`src/rtl/fft_sequencer.sv`:
```
// fft_sequencer: drives one shared radix-2 butterfly through an 8-point
// DIT FFT, with bit-reversed load, in-place update and natural-order unload.
module fft_sequencer #(
    parameter int LOG2N    = 3,
    parameter int WIDTH    = 8,
    parameter int BFLY_LAT = 1
) (
    input  logic                 clk,
    input  logic                 rst,
    input  logic                 in_valid,
    input  logic [2*WIDTH-1:0]   in_data,
    output logic                 in_ready,
    output logic                 out_valid,
    output logic [2*WIDTH-1:0]   out_data,
    input  logic                 out_ready,
    output logic                 bf_valid,
    output logic [2*WIDTH-1:0]   bf_a,
    output logic [2*WIDTH-1:0]   bf_b,
    output logic [LOG2N-1:0]     twiddle_idx,
    input  logic [2*WIDTH-1:0]   bf_y0,
    input  logic [2*WIDTH-1:0]   bf_y1,
    output logic                 busy,
    output logic                 done
);
    localparam int N  = 1 << LOG2N;
    localparam int DW = 2 * WIDTH;

    localparam logic [1:0] S_LOAD   = 2'd0;
    localparam logic [1:0] S_ISSUE  = 2'd1;
    localparam logic [1:0] S_WAIT   = 2'd2;
    localparam logic [1:0] S_UNLOAD = 2'd3;

    localparam logic [2:0]       LAT  = 3'(BFLY_LAT);
    localparam logic [LOG2N-1:0] LAST = LOG2N'(N - 1);

    logic [1:0]       state_q, state_d;
    logic [LOG2N-1:0] cnt_q, cnt_d;
    logic [1:0]       s_q, s_d;
    logic [1:0]       k_q, k_d;
    logic [2:0]       wcnt_q, wcnt_d;
    logic [LOG2N-1:0] a_q, a_d;
    logic [LOG2N-1:0] b_q, b_d;
    logic [DW-1:0]    mem_q [N];
    logic [DW-1:0]    mem_d [N];

    logic [LOG2N-1:0] addr_a, addr_b, tw;

    // Operand pair and twiddle for stage s, butterfly k
    always_comb begin
        addr_a = '0;
        addr_b = '0;
        tw     = '0;
        unique case (s_q)
            2'd0: begin
                addr_a = {k_q, 1'b0};
                addr_b = addr_a | 3'd1;
            end
            2'd1: begin
                addr_a = {k_q[1], 1'b0, k_q[0]};
                addr_b = addr_a | 3'd2;
                tw     = {1'b0, k_q[0], 1'b0};
            end
            default: begin
                addr_a = {1'b0, k_q};
                addr_b = addr_a | 3'd4;
                tw     = {1'b0, k_q};
            end
        endcase
    end

    // Sequencer next-state, outputs and working-store updates
    always_comb begin
        state_d     = state_q;
        cnt_d       = cnt_q;
        s_d         = s_q;
        k_d         = k_q;
        wcnt_d      = wcnt_q;
        a_d         = a_q;
        b_d         = b_q;
        mem_d       = mem_q;
        in_ready    = 1'b0;
        out_valid   = 1'b0;
        out_data    = '0;
        bf_valid    = 1'b0;
        bf_a        = '0;
        bf_b        = '0;
        twiddle_idx = '0;
        busy        = 1'b0;
        done        = 1'b0;
        unique case (state_q)
            S_LOAD: begin
                in_ready = 1'b1;
                if (in_valid && !rst) begin
                    mem_d[{cnt_q[0], cnt_q[1], cnt_q[2]}] = in_data;
                    cnt_d = cnt_q + 1'b1;
                    if (cnt_q == LAST) begin
                        state_d = S_ISSUE;
                        s_d     = '0;
                        k_d     = '0;
                    end
                end
            end
            S_ISSUE: begin
                busy        = 1'b1;
                bf_valid    = 1'b1;
                bf_a        = mem_q[addr_a];
                bf_b        = mem_q[addr_b];
                twiddle_idx = tw;
                a_d         = addr_a;
                b_d         = addr_b;
                wcnt_d      = LAT;
                state_d     = S_WAIT;
            end
            S_WAIT: begin
                busy = 1'b1;
                if (wcnt_q == 3'd1) begin
                    if (!rst) begin
                        mem_d[a_q] = bf_y0;
                        mem_d[b_q] = bf_y1;
                    end
                    k_d = k_q + 1'b1;
                    if (k_q == 2'd3) begin
                        s_d = s_q + 1'b1;
                    end
                    if (s_q == 2'd2 && k_q == 2'd3) begin
                        state_d = S_UNLOAD;
                        s_d     = '0;
                    end else begin
                        state_d = S_ISSUE;
                    end
                end else begin
                    wcnt_d = wcnt_q - 1'b1;
                end
            end
            default: begin
                out_valid = 1'b1;
                out_data  = mem_q[cnt_q];
                if (out_ready) begin
                    cnt_d = cnt_q + 1'b1;
                    if (cnt_q == LAST) begin
                        done    = 1'b1;
                        state_d = S_LOAD;
                    end
                end
            end
        endcase
    end

    // Control registers with synchronous reset
    always_ff @(posedge clk) begin
        if (rst) begin
            state_q <= S_LOAD;
            cnt_q   <= '0;
            s_q     <= '0;
            k_q     <= '0;
            wcnt_q  <= '0;
            a_q     <= '0;
            b_q     <= '0;
        end else begin
            state_q <= state_d;
            cnt_q   <= cnt_d;
            s_q     <= s_d;
            k_q     <= k_d;
            wcnt_q  <= wcnt_d;
            a_q     <= a_d;
            b_q     <= b_d;
        end
    end

    // Working store keeps its contents across reset
    always_ff @(posedge clk) begin
        mem_q <= mem_d;
    end
endmodule

```
`config.mk`:
```
export PLATFORM = sky130hd
export DESIGN_NAME = fft_sequencer
export DESIGN_NICKNAME = d
export VERILOG_FILES = /design/src/rtl/fft_sequencer.sv
export SDC_FILE = /design/constraint.sdc
export NUM_CORES = 1
export LEC_CHECK = 0
export BUFFER_PORTS_ARGS = -buffer_cell sky130_fd_sc_hd__buf_4
export CAP_MARGIN = 20
export CELL_PAD_IN_SITES_DETAIL_PLACEMENT = 1
export CELL_PAD_IN_SITES_GLOBAL_PLACEMENT = 1
export CORE_MARGIN = 2
export CORE_UTILIZATION = 45
export DETAILED_ROUTE_END_ITERATION = 8
export PLACE_DENSITY = 0.79
export SYNTH_ARGS = -nofsm -noshare
export SYNTH_HDL_FRONTEND = slang
export SYNTH_SLANG_ARGS = --single-unit
export TNS_END_PERCENT = 1
```
`constraint.sdc`:
```
create_clock -name clk -period 4.3 [get_ports clk]
set_clock_uncertainty 0.1 [all_clocks]
set_input_delay 0.86 -clock clk [delete_from_list [all_inputs] [get_ports clk]]
set_output_delay 0.86 -clock clk [all_outputs]
set_load 0.005 [all_outputs]
```
# Word-level counts from Yosys, hierarchy flattened
# Cells that the tools add are included.
# op_classes
addsub	4
magnitude_cmp	9
n_eq_ne	13
muxes	55
bitwise_logic	7
reduce_logical	21
# ops
operator	count
128-bit bitwise mux	3
128-bit two-way mux	3
128-bit case mux with 2 select lines	1
16-bit two-way mux	12
16-bit binary-select mux with 3-bit select	3
16-bit demux with 3-bit select	3
4-bit >= comparator (second input constant)	6
2-bit two-way mux	12
3-bit inverter with 4-bit output	6
3-bit case mux with 2 select lines	4
4-bit by 1-bit less-than comparator with 1-bit output (second input constant)	3
2-bit case mux with 2 select lines	3
2-bit inequality test (second input constant)	5
5-bit AND reduction	2
3-bit two-way mux	3
4-bit AND reduction	2
1-bit two-way mux	7
2-bit equality test (second input constant)	3
2-bit case mux with 3 select lines	1
2-bit nonzero test	3
1-bit logical AND	5
2-bit by 1-bit adder with 2-bit output (second input constant)	2
2-bit by 1-bit equality test with 1-bit output (second input constant)	2
2-bit logical NOT	2
other kinds (13)	13
# totals
ff_bits	146
input_bits	52
output_inout_bits	56
wordCells	124

# Longest topological paths before layout
# Gate-level depths: netlist of the first run.
# depth
ltp_word	10
mapped_depth	9

# Least setup slack after synthesis of the first run
# Ideal clock, no wire load.
# synth_path
kind	input to register
start	in rst
end	reg mem_q[0] (netlist name) (enable)
setup_ps	419
arrival_time_ps	2746
path_slack_ps	1034
stages	4
n_path_buf	1
path_cell_list	clkbuf_1 -> inv_1 -> o2111ai_1 -> a311oi_1
# synth_via
elab_chain_cells	4
word_cells_on_any_way	5
classes_between	eq/ne: 2; reduce/logical: 3
# synth_lines
item	line_no	rtl
start: declaration	9	input logic rst,
1-bit logical NOT	-	
1-bit logical AND	93	if (in_valid && !rst) begin
2-bit inequality test (no source line)	-	
4-bit AND reduction (no source line) *	-	
end signal: assignment	172	mem_q <= mem_d;
end: declaration	43	logic [DW-1:0] mem_q [N];
# Mark *: on every way between the ends. The rest lies on a longest branch, timed or not.
# A chain may end at the register's enable or synchronous reset.

# Worst setup path after layout of the first run
# layout_path
start	reg k_q[1]
end	out bf_b[7]
# layout_via
elab_chain_cells	6
# layout_lines
item	line_no	rtl
start: declaration	39	logic [1:0] k_q, k_d;
start signal: assignment	163	k_q <= k_d;
3-bit case mux with 2 select lines	53	unique case (s_q)
3-bit inverter with 4-bit output (implied by the code)	107	bf_b = mem_q[addr_b];
16-bit binary-select mux with 3-bit select	107	
16-bit two-way mux (implied by the code) (2 in series)	107	
16-bit two-way mux	90	unique case (state_q)
end: declaration	18	output logic [2*WIDTH-1:0] bf_b,
# No other way between the ends. The select of a mux whose other input is x is not followed.

==> results of run 1 <==
stage by stage:
stage | hold slack [ns] | worst slack (ns) | instance area [um2]
floorplan | 0.376 | 1.03 | 11500
global placement | 0.400 | 1.06 | 12400
detailed placement | 0.429 | 1.01 | 12400
CTS | 0.446 | 0.572 | 12900
global route | 0.487 | 0.452 | 12900
finish | 0.450 | 0.536 | 12900
critical path: cells and delay by family, from the launching register on:
| kind | cells | cell delay, ns |
|---|---|---|
| AOI/OAI and AO/OA | 2 | 0.57 |
| buffers and inverters | 3 | 0.79 |
| DFF | 1 | 0.75 |
| and+or+nand+nor | 2 | 0.25 |
registers in the layout, indices dropped and copies added, names as in the netlist:
signal and cells:
cnt_q 3, wcnt_q 3, k_q 2, b_q 3, a_q 3, state_q 2
mem_q 128, s_q 2
worst max-delay path by stage:
| stage | endpoint | slack (ns) |
|---|---|---|
| 6_report | bf_b[7] | 0.54 |
| 5_1_grt | bf_a[1] | 0.45 |
| 4_1_cts | out_data[10] | 0.57 |
| 3_5_place_dp | mem_q[40]$_DFFE_PP_ | 1.01 |
| 3_3_place_gp | out_data[9] | 1.06 |
| 2_1_floorplan | mem_q[0]$_DFFE_PP_ | 1.03 |
cell usage after synthesis (17+ instances only):
library cell	number	area, um2
nand2_1	167	627
a22oi_1	134	1010
edfxtp_1	128	3840
o22ai_1	107	669
o21ai_0	80	400
clkbuf_1	77	289
o221ai_1	54	473
buf_2	47	235
mux4_2	32	721
nor2_1	25	93.8
o21ai_1	24	120
nor2b_1	23	144
mux2i_1	19	190
dfxtp_1	18	360
o22a_1	18	158
a21boi_0	17	128
power groups by stage:
stage,registers [mW],logic [mW],clock network [mW]
after floorplan,1.59,0.216,0
after global placement,1.62,0.314,0
after detailed placement,1.62,0.323,0
after CTS,1.59,0.327,1.48
after global routing,1.59,0.358,1.55
final,1.59,0.334,1.48
area by class of cell:
cell class,count,area [um2]
Clock buffer,18,429
Clock inverter,14,143
Fill cell,2843,12200
Inverter,15,58.8
Multi-Input combinational cell,910,6560
Sequential cell,146,4210
Tap cell,330,413
Timing Repair Buffer,150,1130
layer usage:
metal  wire length (um)  vias to the layer above
met5                  0                        -
met2              19300                      857
met1              19900                     5755
met3               5870                       62
li1                   -                     4882
met4                540                        0
logic make-up (layout without fill, tap and decap cells):
family | after synthesis | in the layout
buffers and inverters | 168 | 197
and+or+nand+nor | 290 | 290
xor gates and xnor gates | 1 | 1
adders and majority gates | 14 | 14
muxes | 68 | 68
other | 1 | 1
AOI/OAI and AO/OA | 536 | 536
DFF | 146 | 146
==> flow_summary.yaml, run 1 <==
die:
  die-area_mm2: 0.0269
  io_pins: 108
  coreArea_mm2: 0.0252
  start_util_pct: 45.8
  die_w_um: 164
  rows: 58
  fp.dieH_um: 164
pwr:
  power_density_mw_per_mm2: 263
  vdd_drop_max_uv: 238
  pwr-share-seq_pct: 46.8
  power_frac_clock_pct: 43.4
  power_leakage_nw: 4.03
  intPower_mw: 2.51
  switching_power_uw: 894
  power_mw: 3.41
  swShare_pct: 26.2
  pwr-share-comb_pct: 9.8
yosys:
  synth_adder_area_share_pct: 1.52
  ys_types: 64
  synthFlopType: "edfxtp_1"
  muxShareOfSynthArea_pct: 9.58
  synth-simple-area-share_pct: 12.0
  synth_top_family_by_area: "compound AO/OA/AOI/OAI gates"
  synth_seq_cells: 146
  syn_inst: 1224
  syn-mean-instance-area_um2: 9.42
  syn_nets: 1290
  synth_xor_area_share_pct: 0.0760
  netlist_area_mm2: 0.0115
  ys_seq_area_share_pct: 36.5
  synth_compound_area_share_pct: 33.5
  synth_edf_count: 128
  ys.warnings.count: 0
  ys_async_sr_fraction_pct: 0
setup_path:
  required_ns: 3.34
  start_kind: "flop"
  critPathKind: "reg -> out"
  endpoint_kind: "primary output"
  worst-endpoint-arrival_ns: 2.80
  crit_slowest_cell: "dfxtp_2"
  rr_startpoint: "cnt_q[2]$_SDFFE_PP0P_"
  rrSetupSlack_ns: 0.95
  r2r_cells: 5
  crit_path_frequent_cell: "buf_4"
  r2r-end: "mem_q[41]$_DFFE_PP_"
  slowest_delay_ns: 0.75
  critPathLaunch: "k_q[1]$_SDFFE_PP0P_"
  path_max_fanout: 28
  crit_chain: "buf_4 -> nand2b_1 -> buf_4 -> o221ai_1 -> a221o_1 -> nand3_1 -> buf_4"
timing:
  tightest_slew_ns: 1.09
  setup_viol: 0
  tns_ns: 0
  grt_setup_unrepaired: "false"
  fin_crit_sh_pct: 87.5
  hold_viol: 0
  max_freq_mhz: 266
  slew_headroom_pct: 27.5
  finalCriticalPeriod_ns: 3.76
  finalMaxSlewViolations: 0
layout:
  drive_gt1_share_pct: 22.3
  finish.utilization_pct: 51.4
  final_cell_mix: "167 x nand2_1, 149 x buf_4, 134 x a22oi_1, 128 x edfxtp_1, 107 x o22ai_1"
  final_cells: 1583
  layout.nets: 1306
  layout_commonest_cell: "nand2_1"
  diodes: 0
  syn_to_final_growth_pct: 12.3
clocking:
  clk_pin_slew_worst_paths_ns: 0.07
  ctsResizeCount: 0
  cts_buffer_depth: 2
  htree_num_levels: 4
  cts_buffers: 17
  clock_latency_ns: 0.43
  cts_tree: "done"
  clock_sinks: 146
  cts_hold_buf: 0
  post_cts_buffers: 0
  cts_root_buf: "clkbuf_16"
status:
  status: "finished, final reports clean"
route:
  wl_per_cell_um: 28.8
  vias_per_cell: 7.30
  route.detailed.drc: 0
  num_vias: 11600
  antenna_left: 0
  first_pass_iters: 6
  drt_iter0_markers: 1899
  drt_wl_total_mm: 45.6
placed_design:
  hpwl_mm: 33.4
  placed_cells: 1550
  port_buffers: 106
  gp_congestion: 0.938
global_routing:
  busiest_layer: "met1"
  grt_overflow: 0
  grt_pass1_vias: 10900
  grt_max_degree: 104
  grt_use_met3_pct: 8.23
  met1_usage_pct: 51.6
  grt_usage_pct: 33.9
  antenna_found_initial: 0
  grt_pass1_wl_mm: 69.2
  grt_use_met2_pct: 49.2
min_path:
  hold_path_startpoint: "wcnt_q[2]$_SDFFE_PP0P_"
  min_to: "wcnt_q[2]$_SDFFE_PP0P_"
  hold_path.class: "reg -> reg"
  hold_depth: 2
flow_run:
  cap_viol_max_count: 0
Power figures use the tool's default switching activity.
==> run 2, diff against run 1 <==
--- a/config.mk
+++ b/config.mk
@@ -12,7 +12,7 @@
 export CORE_MARGIN = 2
 export CORE_UTILIZATION = 45
 export DETAILED_ROUTE_END_ITERATION = 8
-export PLACE_DENSITY = 0.79
+export PLACE_DENSITY = 0.76
 export SYNTH_ARGS = -nofsm -noshare
 export SYNTH_HDL_FRONTEND = slang
 export SYNTH_SLANG_ARGS = --single-unit
==> run 2 against run 1 <==
Effect of this change:
- combinational power grew 4%
- hold slack worse by 0.023 ns
- sequential share of layout area down 0.10 points
- worst setup slack better by 0.043 ns
- first-iteration DRC count shrank 7.3%
- non-clock buffer count shrank 2
- final cell count shrank 0.13%
- design area is 0.31% higher
- fmax is 1.2% higher
- critical path type unchanged
- largest power group unchanged
==> flow_summary.yaml, run 2 (synthesized netlist as in run 1, its figures left out) <==
status:
  status: "finished, final reports clean"
timing:
  finalCriticalPeriod_ns: 3.72
  tns_ns: 0
  finalMaxSlewViolations: 0
  hold_viol: 0
  fin_ws_ns: 0.579
  slew_headroom_pct: 25.1
  tightest_slew_ns: 1.12
  holdWs_ns: 0.427
  fin_crit_sh_pct: 86.5
  grt_setup_unrepaired: "false"
  max_freq_mhz: 269
  setup_viol: 0
setup_path:
  slowest_delay_ns: 0.81
  crit_chain: "buf_4 -> nand2b_1 -> o221ai_1 -> a221o_1 -> nand3_1 -> buf_4"
  path_max_fanout: 28
  endpoint_kind: "primary output"
  path_buf_inv: 2
  worstSetupPathDepth: 6
  cp_top_family: "simple AND/OR/NAND/NOR gates"
  required_ns: 3.34
  worst-endpoint-arrival_ns: 2.76
  start_kind: "flop"
  critPathKind: "reg -> out"
  r2r_cells: 8
  crit_path_frequent_cell: "buf_4"
  crit_slowest_cell: "nand2b_1"
die:
  fp.dieH_um: 164
  start_util_pct: 45.8
  coreArea_mm2: 0.0252
  die-area_mm2: 0.0269
  rows: 58
  die_w_um: 164
  io_pins: 108
layout:
  finish.utilization_pct: 51.6
  final_cell_mix: "167 x nand2_1, 146 x buf_4, 134 x a22oi_1, 128 x edfxtp_1, 107 x o22ai_1"
  fill_cells: 2831
  layout_commonest_cell: "nand2_1"
  syn_to_final_growth_pct: 12.6
  layout.nets: 1304
  diodes: 0
  final_cells: 1581
  postLayoutCellArea_mm2: 0.0130
  drive_gt1_share_pct: 22.0
  top_register: "mem_q"
  largest_reg_flops: 128
route:
  wl_per_cell_um: 29.0
  antenna_left: 0
  route.detailed.drc: 0
  drt_iter0_markers: 1761
  first_pass_iters: 5
  vias_per_cell: 7.16
  drt_wl_total_mm: 45.9
  num_vias: 11300
clocking:
  clk_pin_slew_worst_paths_ns: 0.07
  cts_tree: "done"
  clock_sinks: 146
  ctsResizeCount: 0
  clock_latency_ns: 0.43
  cts_root_buf: "clkbuf_16"
  cts_buffer_depth: 2
  htree_num_levels: 4
  cts_buffers: 17
  post_cts_buffers: 0
  cts_hold_buf: 0
global_routing:
  grt_max_degree: 101
  grt_pass1_vias: 10700
  grt_overflow: 0
  grt_pass1_wl_mm: 68.9
  grt_usage_pct: 34.1
  antenna_found_initial: 0
min_path:
  hold_path.class: "reg -> reg"
  hold_depth: 2
placed_design:
  post_dp_cell_area_mm2: 0.0124
  hpwl_mm: 32.7
  port_buffers: 106
  dp_slack_ns: 1.11
  placed_cells: 1549
  gp_congestion: 0.895
pwr:
  vdd_drop_max_uv: 271
  power_mw: 3.50
  power_density_mw_per_mm2: 270
  power_leakage_nw: 4.04
flow_run:
  cap_viol_max_count: 0
==> run 2: changes by cell type in the layout (fill, tap and decap cells not counted), moves of 2 or more <==
cell       previous run  this run
clkinv_4              2         4
clkinv_1              1         5
clkinv_2              2         0
bufinv_16             1         3
inv_6                 5         2
buf_4               149       146
buf_12                0         2
==> run 2: where the power goes <==
part	internal (mW)	switching, mW
clock network	0.920	0.653
registers	1.55	0.0294
logic	0.147	0.201
total	2.62	0.883
==> run 2: worst register-to-register path, cell delays in order, from the launching register on <==
cell	delay (ns)
dfxtp_1	0.41
inv_1	0.11
ha_1	0.28
inv_4	0.09
buf_4	0.47
and3_1	0.86
a21oi_1	0.10
nor2_1	0.16
buf_4	0.26
==> run 2: cell type report <==
class                   count  area [um2]  area share, %
clock inverters            15         180           1.39
flip-flops and latches    146        4210           32.4
repair buffers            148        1140           8.75
well taps                 330         413           3.18
inverters                  15        58.8          0.453
clock buffers              17         425           3.28
multi-input cells         910        6560           50.5
==> run 2: worst paths after layout <==
path                      startpoint  slack, ns                   to
max reg2reg  state_q[0]$_SDFFE_PP0P_       1.15  mem_q[90]$_DFFE_PP_
min reg2reg      s_q[0]$_SDFFE_PP0P_       0.43  s_q[0]$_SDFFE_PP0P_
min              s_q[0]$_SDFFE_PP0P_       0.43  s_q[0]$_SDFFE_PP0P_
max              s_q[1]$_SDFFE_PP0P_       0.58             bf_b[13]
==> run 2: per-layer routing <==
layer,vias up,GRT usage (%),share of wire [%]
met5,-,0,0
met4,0,6.02,0.93
li1,4880,-,-
met1,5605,53.6,45
met2,786,48.1,42
met3,47,7.60,12
==> run 3, diff against run 2 <==
--- a/config.mk
+++ b/config.mk
@@ -10,7 +10,7 @@
 export CELL_PAD_IN_SITES_DETAIL_PLACEMENT = 1
 export CELL_PAD_IN_SITES_GLOBAL_PLACEMENT = 1
 export CORE_MARGIN = 2
-export CORE_UTILIZATION = 45
+export CORE_UTILIZATION = 43
 export DETAILED_ROUTE_END_ITERATION = 8
 export PLACE_DENSITY = 0.76
 export SYNTH_ARGS = -nofsm -noshare
==> constraint.sdc (replaced) <==
create_clock -name clk -period 3.1 [get_ports clk]
set_clock_uncertainty 0.1 [all_clocks]
set_input_delay 0.62 -clock clk [delete_from_list [all_inputs] [get_ports clk]]
set_output_delay 0.62 -clock clk [all_outputs]
set_load 0.005 [all_outputs]
==> run 3 against run 2 <==
Effect of this change:
- routed wire length rose by 1.1%
- first-iteration DRC count fell by 9.4%
- hold slack got worse by 0.017 ns
- non-clock buffer count increased by 25
- power increased by 38%
- flip-flop and latch count stayed put
- worst setup slack worse by 0.49 ns
==> flow_summary.yaml, run 3 (synthesized netlist as in run 1, its figures left out) <==
global_routing:
  grt_pass1_vias: 11300
  grt_use_met2_pct: 49.1
  busiest_layer: "met2"
  antenna_found_initial: 0
  grt_use_met3_pct: 7.02
  met1_usage_pct: 47.8
  grt_pass1_wl_mm: 70.4
  grt_overflow: 0
  grt_max_degree: 94
  grt_usage_pct: 32.6
placed_design:
  hpwl_mm: 34.1
  port_buffers: 106
  gp_congestion: 0.912
  post_dp_cell_area_mm2: 0.0126
setup_path:
  crit_chain: "buf_4 -> mux4_2 -> nand2_1 -> a21boi_0 -> buf_4"
  path_max_fanout: 35
  slowest_delay_ns: 0.47
  start_kind: "flop"
  crit_path_frequent_cell: "buf_4"
  worst-endpoint-arrival_ns: 2.29
  required_ns: 2.38
  crit_slowest_cell: "buf_4"
  critPathKind: "reg -> out"
  rrSetupSlack_ns: 0.41
  endpoint_kind: "primary output"
timing:
  hold_viol: 0
  tns_ns: 0
  finalCriticalPeriod_ns: 3.01
  max_freq_mhz: 332
  fin_crit_sh_pct: 97.2
  finalMaxSlewViolations: 0
  slew_headroom_pct: 43.6
  tightest_slew_ns: 0.846
  grt_setup_unrepaired: "false"
  setup_viol: 0
route:
  route.detailed.drc: 0
  wl_per_cell_um: 28.8
  first_pass_iters: 8
  drt_iter0_markers: 1596
  num_vias: 11500
  vias_per_cell: 7.14
  drt_wl_total_mm: 46.4
  antenna_left: 0
flow_run:
  cap_viol_max_count: 0
clocking:
  cts_buffers: 17
  htree_num_levels: 4
  cts_tree: "done"
  cts_hold_buf: 0
  cts_buffer_depth: 2
  clock_latency_ns: 0.44
  clock_sinks: 146
  clk_pin_slew_worst_paths_ns: 0.07
  cts_root_buf: "clkbuf_16"
die:
  die_w_um: 168
  fp.dieH_um: 168
  die-area_mm2: 0.0281
  rows: 59
  io_pins: 108
  coreArea_mm2: 0.0262
  start_util_pct: 44.0
layout:
  drive_gt1_share_pct: 24.1
  largest_reg_flops: 128
  layout.nets: 1329
  layout_commonest_cell: "nand2_1"
  final_cell_mix: "167 x nand2_1, 166 x buf_4, 134 x a22oi_1, 128 x edfxtp_1, 107 x o22ai_1"
  diodes: 0
  top_register: "mem_q"
  syn_to_final_growth_pct: 15.0
  postLayoutCellArea_mm2: 0.0133
pwr:
  power_density_mw_per_mm2: 365
  power_leakage_nw: 4.18
  power_mw: 4.84
  vdd_drop_max_uv: 384
status:
  status: "finished, final reports clean"
min_path:
  hold_path.class: "in -> reg"
[run 3: changes by cell type in the layout (fill, tap and decap cells not counted), sizes merged]
cell / change
buf: +25
inv: +1
clkinv: -4
clkinvlp: +2
[run 3: worst max-delay path: cells and delay by family (launching register included)]
kind / cells / cell delay (ns)
AOI/OAI and AO/OA: 1 / 0.43
buffers and inverters: 2 / 0.67
DFF: 1 / 0.38
muxes: 1 / 0.31
and+or+nand+nor: 1 / 0.05
[run 3: repair_timing]
action                                  4_1_cts  5_1_grt
gates resized for setup                       1        6
setup buffers                                 0        0
endpoints found under the setup margin       16       20
[run 3: path summary, 6_finish.rpt]
check,end,start,depth (start not counted)
worst max-delay path,out_data[7],cnt_q[1]$_SDFFE_PP0P_,5
worst min-delay path,mem_q[65]$_DFFE_PP_,in_data[1],3
worst max register to register,mem_q[110]$_DFFE_PP_,state_q[0]$_SDFFE_PP0P_,8
worst min register to register,wcnt_q[2]$_SDFFE_PP0P_,wcnt_q[2]$_SDFFE_PP0P_,2
[run 3: layout make-up]
class	instances	area, um2
Clock inverter	14	178
Sequential cell	146	4210
Inverter	15	58.8
Timing Repair Buffer	173	1390
Fill cell	2924	13000
Tap cell	335	419
Multi-Input combinational cell	910	6570
Clock buffer	17	425
[run 3: through the flow]
stage / hold slack [ns] / util [%] / setup slack, ns / cells
after CTS: 0.404 / 50.5 / 0.0476 / 1610
after global routing: 0.416 / 50.6 / 0.0353 / 1610
final: 0.410 / 50.6 / 0.0881 / 1610
after detailed placement: 0.419 / 48.2 / 0.305 / 1579
after floorplan: 0.376 / - / 0.0256 / 1224
after global placement: 0.393 / 48.2 / 0.293 / 1579
[run 3: metal layers]
layer	wire, um	part of all wire, %
met3	5660	12
met1	19800	43
met5	0	0
met4	807	1.7
met2	20100	43
[run 3: where the power goes]
group | switching [mW] | leakage [nW] | internal [mW] | total [mW]
clock | 0.888 | 0.294 | 1.28 | 2.16
combinational | 0.278 | 2.53 | 0.208 | 0.487
sequential | 0.0396 | 1.36 | 2.15 | 2.19
